`config.mk`:
```
export PLATFORM = sky130hd
export DESIGN_NAME = scc68070_irq_ctrl_flat
export DESIGN_NICKNAME = d
export VERILOG_FILES = /design/src/rtl/scc68070_pkg.sv /design/src/rtl/scc68070_irq_ctrl_if.sv /design/src/rtl/irq_edge_latch.sv /design/src/rtl/scc68070_irq_ctrl.sv /design/src/flat_wrapper.sv
export SDC_FILE = /design/constraint.sdc
export NUM_CORES = 1
export LEC_CHECK = 0
export CELL_PAD_IN_SITES_DETAIL_PLACEMENT = 0
export CELL_PAD_IN_SITES_GLOBAL_PLACEMENT = 2
export CORE_AREA = 2 2 95 97
export DETAILED_ROUTE_END_ITERATION = 10
export DIE_AREA = 0 0 97 99
export PLACE_DENSITY = 0.8
export SLEW_MARGIN = 10
export SYNTH_ARGS = -nofsm -noshare
export SYNTH_HDL_FRONTEND = slang
export SYNTH_HIERARCHICAL = 1
export SYNTH_SLANG_ARGS = --single-unit
```
`constraint.sdc`:
```
create_clock -name clk -period 18.2 [get_ports clk]
set_input_delay 2.73 -clock clk [delete_from_list [all_inputs] [get_ports clk]]
set_output_delay 2.73 -clock clk [all_outputs]
set_load 0.02 [all_outputs]
```
`src/rtl/scc68070_pkg.sv`:
```
// rtl/scc68070_pkg.sv - shared types and constants for the SCC68070 interrupt controller
package scc68070_pkg;

   localparam int unsigned ONCHIP_VEC_BASE_DEF = 56;
   localparam int unsigned AUTOVEC_BASE_DEF    = 24;
   localparam int          NUM_INT_SRC         = 6;

   typedef struct packed {
      logic [2:0] int1_lvl;
      logic [2:0] int2_lvl;
   } lir_t;

   typedef struct packed {
      logic [2:0] i2c_lvl;
      logic [2:0] timer_lvl;
   } picr1_t;

   typedef struct packed {
      logic [2:0] uart_rx_lvl;
      logic [2:0] uart_tx_lvl;
   } picr2_t;

   // Values 0..5 double as bit positions in ack_src and as the tie-break order.
   typedef enum logic [2:0] {
      SRC_TIMER   = 3'd0,
      SRC_UART_RX = 3'd1,
      SRC_UART_TX = 3'd2,
      SRC_I2C     = 3'd3,
      SRC_INT1    = 3'd4,
      SRC_INT2    = 3'd5,
      SRC_EXT     = 3'd6,
      SRC_NONE    = 3'd7
   } src_e;

   typedef enum logic [1:0] {
      ST_IDLE    = 2'd0,
      ST_RESOLVE = 2'd1,
      ST_HOLD    = 2'd2
   } state_e;

   function automatic logic [7:0] vec_of(input int unsigned base, input logic [2:0] lvl);
      return 8'(base) + {5'd0, lvl};
   endfunction

endpackage

```
`src/rtl/scc68070_irq_ctrl_if.sv`:
```
// rtl/scc68070_irq_ctrl_if.sv - request, register and acknowledge signals of the interrupt controller
interface scc68070_irq_ctrl_if;
   logic       timer_irq;
   logic       uart_rx_irq;
   logic       uart_tx_irq;
   logic       i2c_irq;
   logic       int1n;
   logic       int2n;
   logic       in2;
   logic       in4;
   logic       in5;
   logic       reg_wr;
   logic [1:0] reg_rd_sel;
   logic [7:0] reg_wdata;
   logic [7:0] reg_rdata;
   logic       iack;
   logic [2:0] iack_level;
   logic [2:0] ipl;
   logic [7:0] vec;
   logic       vec_valid;
   logic       autovector;
   logic [5:0] ack_src;

   modport master (
      output timer_irq, uart_rx_irq, uart_tx_irq, i2c_irq, int1n, int2n, in2, in4, in5,
      output reg_wr, reg_rd_sel, reg_wdata, iack, iack_level,
      input  reg_rdata, ipl, vec, vec_valid, autovector, ack_src
   );

   modport slave (
      input  timer_irq, uart_rx_irq, uart_tx_irq, i2c_irq, int1n, int2n, in2, in4, in5,
      input  reg_wr, reg_rd_sel, reg_wdata, iack, iack_level,
      output reg_rdata, ipl, vec, vec_valid, autovector, ack_src
   );
endinterface

```
`src/rtl/irq_edge_latch.sv`:
```
// rtl/irq_edge_latch.sv - synchronises an active-low request and latches its falling edge
module irq_edge_latch (
   input  logic clk,
   input  logic nReset,
   input  logic i_irq_n,
   input  logic i_enable,
   input  logic i_clr,
   output logic o_pend
);
   logic r_sync1;
   logic r_sync2;
   logic r_sync3;
   logic r_pend;
   logic w_fall;

   // r_sync3 only remembers the previous synchronised level for edge detection.
   assign w_fall = r_sync3 & ~r_sync2 & i_enable;

   always_ff @(posedge clk or negedge nReset) begin
      if (!nReset) begin
         r_sync1 <= 1'b1;
         r_sync2 <= 1'b1;
         r_sync3 <= 1'b1;
         r_pend  <= 1'b0;
      end else begin
         r_sync1 <= i_irq_n;
         r_sync2 <= r_sync1;
         r_sync3 <= r_sync2;
         r_pend  <= w_fall | (r_pend & ~i_clr);
      end
   end

   assign o_pend = r_pend;
endmodule

```
`src/rtl/scc68070_irq_ctrl.sv`:
```
// rtl/scc68070_irq_ctrl.sv - level registers, priority arbitration and IACK sequencing
module scc68070_irq_ctrl
   import scc68070_pkg::*;
#(
   parameter int unsigned ONCHIP_VEC_BASE = ONCHIP_VEC_BASE_DEF,
   parameter int unsigned AUTOVEC_BASE    = AUTOVEC_BASE_DEF
) (
   input  logic                 clk,
   input  logic                 nReset,
   scc68070_irq_ctrl_if.slave   bus
);
   lir_t                              r_lir;
   picr1_t                            r_picr1;
   picr2_t                            r_picr2;
   state_e                            r_state;
   state_e                            w_next;
   src_e                              r_src;
   src_e                              w_win_src;
   logic [2:0]                        r_lvl;
   logic [2:0]                        r_ipl;
   logic [2:0]                        w_max_lvl;
   logic [7:0]                        r_vec;
   logic                              r_autovec;
   logic [5:0]                        w_ack_src;
   logic [7:0]                        w_rdata;
   logic                              w_int1_pend;
   logic                              w_int2_pend;
   logic [NUM_INT_SRC-1:0]            w_req;
   logic [NUM_INT_SRC-1:0][2:0]       w_lvl;
   logic                              w_unused_wdata;

   assign w_unused_wdata = bus.reg_wdata[7] ^ bus.reg_wdata[3];

   always_ff @(posedge clk or negedge nReset) begin
      if (!nReset) begin
         r_lir   <= '0;
         r_picr1 <= '0;
         r_picr2 <= '0;
      end else if (bus.reg_wr) begin
         case (bus.reg_rd_sel)
            2'd0:    r_lir   <= lir_t'({bus.reg_wdata[6:4], bus.reg_wdata[2:0]});
            2'd1:    r_picr1 <= picr1_t'(bus.reg_wdata[5:0]);
            2'd2:    r_picr2 <= picr2_t'(bus.reg_wdata[5:0]);
            default: ;
         endcase
      end
   end

   always_comb begin
      w_rdata = 8'h00;
      case (bus.reg_rd_sel)
         2'd0:    w_rdata = {1'b0, r_lir.int1_lvl, 1'b0, r_lir.int2_lvl};
         2'd1:    w_rdata = {2'b00, r_picr1};
         2'd2:    w_rdata = {2'b00, r_picr2};
         default: w_rdata = 8'h00;
      endcase
   end

   irq_edge_latch u_int1 (
      .clk      (clk),
      .nReset   (nReset),
      .i_irq_n  (bus.int1n),
      .i_enable (r_lir.int1_lvl != 3'd0),
      .i_clr    ((r_state == ST_RESOLVE) && (r_src == SRC_INT1)),
      .o_pend   (w_int1_pend)
   );

   irq_edge_latch u_int2 (
      .clk      (clk),
      .nReset   (nReset),
      .i_irq_n  (bus.int2n),
      .i_enable (r_lir.int2_lvl != 3'd0),
      .i_clr    ((r_state == ST_RESOLVE) && (r_src == SRC_INT2)),
      .o_pend   (w_int2_pend)
   );

   // Index i of w_req/w_lvl is source i of src_e.
   assign w_req = {w_int2_pend, w_int1_pend, bus.i2c_irq, bus.uart_tx_irq,
                   bus.uart_rx_irq, bus.timer_irq};
   assign w_lvl = {r_lir.int2_lvl, r_lir.int1_lvl, r_picr1.i2c_lvl, r_picr2.uart_tx_lvl,
                   r_picr2.uart_rx_lvl, r_picr1.timer_lvl};

   always_comb begin
      w_max_lvl = bus.in5 ? 3'd5 : bus.in4 ? 3'd4 : bus.in2 ? 3'd2 : 3'd0;
      for (int i = 0; i < NUM_INT_SRC; i++) begin
         if (w_req[i] && (w_lvl[i] > w_max_lvl)) w_max_lvl = w_lvl[i];
      end
   end

   // Descending scan so the lowest index (highest tie priority) is written last.
   always_comb begin
      w_win_src = SRC_NONE;
      if (bus.iack_level != 3'd0) begin
         if ((bus.in5 && bus.iack_level == 3'd5) || (bus.in4 && bus.iack_level == 3'd4) ||
             (bus.in2 && bus.iack_level == 3'd2))
            w_win_src = SRC_EXT;
         for (int i = NUM_INT_SRC - 1; i >= 0; i--) begin
            if (w_req[i] && (w_lvl[i] == bus.iack_level)) w_win_src = src_e'(3'(i));
         end
      end
   end

   always_ff @(posedge clk or negedge nReset) begin
      if (!nReset) r_state <= ST_IDLE;
      else         r_state <= w_next;
   end

   always_comb begin
      w_next    = r_state;
      w_ack_src = 6'd0;
      case (r_state)
         ST_IDLE:    if (bus.iack) w_next = ST_RESOLVE;
         ST_RESOLVE: begin
            w_next = ST_HOLD;
            if ((r_src != SRC_EXT) && (r_src != SRC_NONE)) w_ack_src = 6'd1 << r_src;
         end
         ST_HOLD:    if (!bus.iack) w_next = ST_IDLE;
         default:    w_next = ST_IDLE;
      endcase
   end

   always_ff @(posedge clk or negedge nReset) begin
      if (!nReset) begin
         r_ipl     <= 3'd0;
         r_src     <= SRC_NONE;
         r_lvl     <= 3'd0;
         r_vec     <= 8'd0;
         r_autovec <= 1'b0;
      end else begin
         r_ipl <= w_max_lvl;
         if ((r_state == ST_IDLE) && bus.iack) begin
            r_src <= w_win_src;
            r_lvl <= bus.iack_level;
         end
         if (r_state == ST_RESOLVE) begin
            case (r_src)
               SRC_EXT: begin
                  r_vec     <= vec_of(AUTOVEC_BASE, r_lvl);
                  r_autovec <= 1'b1;
               end
               SRC_NONE: begin
                  r_vec     <= 8'(AUTOVEC_BASE);
                  r_autovec <= 1'b0;
               end
               default: begin
                  r_vec     <= vec_of(ONCHIP_VEC_BASE, r_lvl);
                  r_autovec <= 1'b0;
               end
            endcase
         end
      end
   end

   assign bus.reg_rdata  = w_rdata;
   assign bus.ipl        = r_ipl;
   assign bus.vec        = r_vec;
   assign bus.vec_valid  = (r_state == ST_HOLD);
   assign bus.autovector = r_autovec;
   assign bus.ack_src    = w_ack_src;
endmodule

```
`src/flat_wrapper.sv`:
```
// flat-port wrapper written by rule: the top's interface ports become plain ports
module scc68070_irq_ctrl_flat import scc68070_pkg::*;
#(
   parameter int unsigned ONCHIP_VEC_BASE = ONCHIP_VEC_BASE_DEF,
   parameter int unsigned AUTOVEC_BASE    = AUTOVEC_BASE_DEF
)
  (clk, nReset, bus_timer_irq, bus_uart_rx_irq, bus_uart_tx_irq, bus_i2c_irq, bus_int1n, bus_int2n, bus_in2, bus_in4, bus_in5, bus_reg_wr, bus_reg_rd_sel, bus_reg_wdata, bus_iack, bus_iack_level, bus_reg_rdata, bus_ipl, bus_vec, bus_vec_valid, bus_autovector, bus_ack_src);
  scc68070_irq_ctrl_if bus_i ();
  input  logic clk;
  input  logic nReset;
  input wire logic [$bits(bus_i.timer_irq)-1:0] bus_timer_irq;
  input wire logic [$bits(bus_i.uart_rx_irq)-1:0] bus_uart_rx_irq;
  input wire logic [$bits(bus_i.uart_tx_irq)-1:0] bus_uart_tx_irq;
  input wire logic [$bits(bus_i.i2c_irq)-1:0] bus_i2c_irq;
  input wire logic [$bits(bus_i.int1n)-1:0] bus_int1n;
  input wire logic [$bits(bus_i.int2n)-1:0] bus_int2n;
  input wire logic [$bits(bus_i.in2)-1:0] bus_in2;
  input wire logic [$bits(bus_i.in4)-1:0] bus_in4;
  input wire logic [$bits(bus_i.in5)-1:0] bus_in5;
  input wire logic [$bits(bus_i.reg_wr)-1:0] bus_reg_wr;
  input wire logic [$bits(bus_i.reg_rd_sel)-1:0] bus_reg_rd_sel;
  input wire logic [$bits(bus_i.reg_wdata)-1:0] bus_reg_wdata;
  input wire logic [$bits(bus_i.iack)-1:0] bus_iack;
  input wire logic [$bits(bus_i.iack_level)-1:0] bus_iack_level;
  output wire logic [$bits(bus_i.reg_rdata)-1:0] bus_reg_rdata;
  output wire logic [$bits(bus_i.ipl)-1:0] bus_ipl;
  output wire logic [$bits(bus_i.vec)-1:0] bus_vec;
  output wire logic [$bits(bus_i.vec_valid)-1:0] bus_vec_valid;
  output wire logic [$bits(bus_i.autovector)-1:0] bus_autovector;
  output wire logic [$bits(bus_i.ack_src)-1:0] bus_ack_src;
  assign bus_i.timer_irq = bus_timer_irq;
  assign bus_i.uart_rx_irq = bus_uart_rx_irq;
  assign bus_i.uart_tx_irq = bus_uart_tx_irq;
  assign bus_i.i2c_irq = bus_i2c_irq;
  assign bus_i.int1n = bus_int1n;
  assign bus_i.int2n = bus_int2n;
  assign bus_i.in2 = bus_in2;
  assign bus_i.in4 = bus_in4;
  assign bus_i.in5 = bus_in5;
  assign bus_i.reg_wr = bus_reg_wr;
  assign bus_i.reg_rd_sel = bus_reg_rd_sel;
  assign bus_i.reg_wdata = bus_reg_wdata;
  assign bus_i.iack = bus_iack;
  assign bus_i.iack_level = bus_iack_level;
  assign bus_reg_rdata = bus_i.reg_rdata;
  assign bus_ipl = bus_i.ipl;
  assign bus_vec = bus_i.vec;
  assign bus_vec_valid = bus_i.vec_valid;
  assign bus_autovector = bus_i.autovector;
  assign bus_ack_src = bus_i.ack_src;
  scc68070_irq_ctrl #(.ONCHIP_VEC_BASE(ONCHIP_VEC_BASE), .AUTOVEC_BASE(AUTOVEC_BASE)) u_core (.clk(clk), .nReset(nReset), .bus(bus_i));
endmodule
```
==> flow_summary.rst <==
.. list-table::
   :header-rows: 1

   * - Metric
     - Value
   * - Number of distinct library cells after synthesis
     - 64
   * - Total Power
     - 0.414 mW
   * - Synth Cell Area
     - 2930 sq um
   * - Combinational share of power
     - 47.1%
   * - Global Route met1 Usage
     - a little under a quarter
   * - PwrDens
     - roughly 120 nW/um^2
   * - Largest area contributor in the synthesized netlist
     - sky130_fd_sc_hd__dfrtp_1
   * - Critical-path maximum fanout
     - 7
   * - Flip-flop cell with the highest count after synthesis
     - sky130_fd_sc_hd__dfrtp_1
   * - Root Buffer
     - sky130_fd_sc_hd__clkbuf_8
   * - Via-to-Cell Ratio
     - 5.19
   * - Number of hold buffers added after cts
     - 0
   * - Proportion of register bits with asynchronous set or reset after synthesis
     - 100%
   * - Hold/Removal Path Class
     - flop to flop
   * - Number of setup violations in the final report
     - 0
   * - Element type at the critical path start
     - primary input
   * - Die span in x
     - between 90 and 100 um
   * - Required arrival time at the worst endpoint
     - roughly 18 ns
   * - Most frequent CP cell
     - sky130_fd_sc_hd__ha_1
   * - Overall routing resource usage
     - 16.6%
   * - Antenna violations before repair
     - 0
   * - Leakage power
     - 1.42 nW
   * - Post-synthesis register bit count
     - 43
   * - Post-route clock skew
     - between 0.01 and 0.015 ns
   * - Initial detailed-routing violation count
     - a little over 70
   * - Post-synth top area share
     - 29.1%
   * - Signal arrival time at the worst endpoint
     - between 10 and 15 ns
   * - Most area-consuming cells after synthesis
     - sky130_fd_sc_hd__dfrtp_1 29%, sky130_fd_sc_hd__dfstp_2 8.1%, sky130_fd_sc_hd__mux2_2 7.3%
   * - Die Y
     - 99 um
   * - Internal
     - 0.245 mW
   * - Net Sw Power
     - 0.168 mW
   * - Maximum VDD drop
     - slightly below 60 uV
   * - # DRC
     - 0
   * - Hold Path Stages
     - 0
   * - Clock-pin slew on the worst setup and hold paths
     - 0.08 ns
   * - Net count reported at finish
     - 376
   * - Proportion of layout cells with a drive suffix above 1
     - approximately 17%
   * - DIE AREA
     - 9600 sq um
   * - Clock sink count
     - 43
   * - Clock share of power
     - 14.7%
   * - End point of the worst hold path
     - u_core/u_int1/r_sync2
   * - Warnings from Yosys
     - 6
   * - Post-Layout Inst Area
     - 3530 sq um
   * - Share of the clock period used by the worst path
     - between 60 and 70%
   * - Total half-perimeter wirelength after legalization and detailed placement
     - 5570 um
   * - Final-report max-slew violation count
     - 0
   * - Maximum number of pins on one net before global-route repair
     - 44
   * - Critical path capture point type
     - flop
   * - Endpoint of the lowest-slack register-to-register path
     - u_core/bus.ipl[0]
   * - Part of the power in registers
     - 38.3%
   * - Grt ovf
     - 0
   * - H-tree depth reported by CTS
     - 2
   * - Effective utilization at floorplan
     - 34.2%
   * - Routed length per placed instance
     - 17.0 um
   * - Met3 track demand over resource in global routing
     - 2.62%
   * - Post-CTS setup buffer count
     - 0
   * - Via count of the first global-routing pass
     - roughly 2400
   * - CP max-delay cell
     - sky130_fd_sc_hd__a2111oi_0
   * - Final hold vios
     - 0
   * - Detailed-route via count
     - 2326
   * - Net switching share of the total power
     - 40.7%
   * - Post-synthesis sequential area ratio
     - 37.2%
   * - CTS tree
     - built
   * - Cell row count
     - 34
   * - Reg2Reg Setup Slack
     - 9.32 ns
   * - Core Box Area
     - 8550 sq um
   * - Post-Synthesis Cells
     - 300
   * - Layer with the highest usage after global routing
     - met2
   * - Min cycle time layout
     - approximately 12 ns
   * - Number of top-level design ports
     - 53
   * - Largest stage delay on the critical path
     - a little under 0.5 ns
   * - Transition at the pin with the smallest max-transition slack
     - 1.05 ns
   * - Peak clock frequency supported by timing
     - 0.0851 GHz
   * - Crit Path Class
     - primary input to flop
   * - Setup TNS Final
     - 0 ns
   * - Maximum count of clock buffers along a single path
     - 2
   * - Number of maximum-capacitance violations
     - 0
   * - Clock insertion delay at the later pin of the skew report
     - about 0.3 ns
   * - Met2 capacity usage during global routing
     - 27.2%
   * - Placed standard-cell area
     - 3440 sq um
   * - Synth-to-layout area growth
     - 20.5%
   * - Count of antenna diodes in the layout
     - 0
   * - Post-synth EDFFs
     - 0
   * - Global-route wire length before repair
     - 12800 um
   * - Slew Limit Headroom
     - 29.9%
   * - PostCTS Resize Cnt
     - 0
   * - Hold Path Origin
     - u_core/u_int1/r_sync1
   * - Pre-antenna DRT Iters
     - 4
   * - Mean post-synth cell area
     - roughly 10 sq um
   * - Total detailed-routing wirelength
     - 7620 um
   * - Final weighted congestion in routability-driven placement
     - 0.779
   * - Number of CTS-inserted buffers
     - 5
   * - Utilization of the core after routing
     - between 40 and 50%
   * - Cell depth of the worst flop-to-flop path
     - 38
   * - RSZ-0062 raised after global routing
     - false
   * - Result of the run
     - complete, no violations
   * - Total of fill cells in the finished design
     - 831
   * - Number of port buffers
     - 48
   * - Residual antenna-violating net count after detailed routing
     - 0
   * - Reg-to-reg critical path startpoint
     - u_core/r_picr1[1]
==> Yosys cell counts, drive strengths merged, types with 2 or more instances <==
cell type	number
and4b	2
o21a	8
o21ai	18
nand4	9
mux2i	8
inv	15
or3	2
nor3b	5
or2	2
buf	8
o211ai	2
ha	11
a211oi	2
nor4b	3
mux2	19
nor3	7
dfstp	9
xnor2	18
o31a	4
a21oi	10
dfrtp	34
nand2	37
nor4	3
a22o	2
nand3	9
o22ai	4
o221ai	2
nand2b	3
clkbuf	11
nor2	8
nor2b	6
==> through the flow <==
stage | hold slack, ns | cells | worst slack (ns)
global placement | 0.346 | 440 | 6.30
finish | 0.359 | 448 | 6.45
floorplan | 0.345 | 302 | 7.88
global route | 0.363 | 448 | 5.71
CTS | 0.359 | 448 | 6.45
detailed placement | 0.347 | 440 | 6.26
==> kinds of logic after synthesis <==
kind of cell | count (synthesis) | share of synthesized area (%)
xor+xnor | 18 | 5.39
flops | 43 | 37.2
buf+inv | 34 | 5.69
mux | 27 | 10.1
other cells | 1 | 0.128
simple gates | 101 | 19.7
fa+ha+maj | 12 | 5.05
compound gates | 64 | 16.9
==> power by group through the flow <==
stage | Clock [mW] | Sequential, mW | Combinational (mW)
finish | 0.0607 | 0.158 | 0.195
global route | 0.0677 | 0.163 | 0.215
global placement | 0 | 0.159 | 0.191
detailed placement | 0 | 0.160 | 0.194
floorplan | 0 | 0.152 | 0.139
CTS | 0.0628 | 0.158 | 0.195
==> cell type report <==
type | instances | area (sq um) | area share, %
multi-input combinational | 225 | 1680 | 47.6
inverter | 15 | 56.3 | 1.60
timing repair buffer | 49 | 483 | 13.7
sequential | 43 | 1090 | 30.8
clock buffer | 6 | 72.6 | 2.06
clock inverter | 2 | 12.5 | 0.355
tap | 108 | 135 | 3.83
==> critical path: cells and delay by family <==
kind / cells / cell delay (ns)
buffers and inverters: 2 / 0.55
AOI/OAI and AO/OA: 15 / 3.60
adders and majority gates: 7 / 2.14
and+or+nand+nor: 15 / 2.23
muxes: 2 / 0.75
==> cell usage in the layout, fill, tap and decap left out, drive strengths merged, types with 9 or more instances in the layout <==
| cell | instances |
|---|---|
| a21oi | 10 |
| clkdlybuf4s50 | 47 |
| dfrtp | 34 |
| dfstp | 9 |
| ha | 11 |
| inv | 15 |
| mux2 | 19 |
| nand2 | 37 |
| nand3 | 9 |
| nand4 | 9 |
| o21ai | 18 |
| xnor2 | 18 |
==> sequential cells by signal, summed over array words and instances, names as in the netlist, 2 cells and up <==
register        count
u_core/r_lir        6
u_core/r_picr1      6
u_core/r_picr2      6
u_core/bus.vec      5
u_core/bus.ipl      3
u_core/r_lvl        3
u_core/r_src        3
u_core/r_state      2
==> worst max path at each step <==
| stage | start | end | slack (ns) | cells after the start |
|---|---|---|---|---|
| after CTS | bus_in5 | u_core/bus.ipl[0] | 6.45 | 41 |
| after floorplan | bus_in5 | u_core/bus.ipl[0] | 7.88 | 39 |
| final | bus_in5 | u_core/bus.ipl[0] | 6.45 | 41 |
| after global placement | bus_in5 | u_core/bus.ipl[0] | 6.30 | 40 |
| after detailed placement | bus_in5 | u_core/bus.ipl[0] | 6.26 | 40 |
| after global routing | bus_in5 | u_core/bus.ipl[0] | 5.71 | 41 |
==> per-layer routing <==
| metal | up-vias | routed length [um] |
|---|---|---|
| met5 | - | 0 |
| met4 | 0 | 36 |
| met3 | 2 | 261 |
| met2 | 45 | 3520 |
| met1 | 1124 | 3800 |
| li1 | 1155 | - |
(Power assumes the default switching activity.)
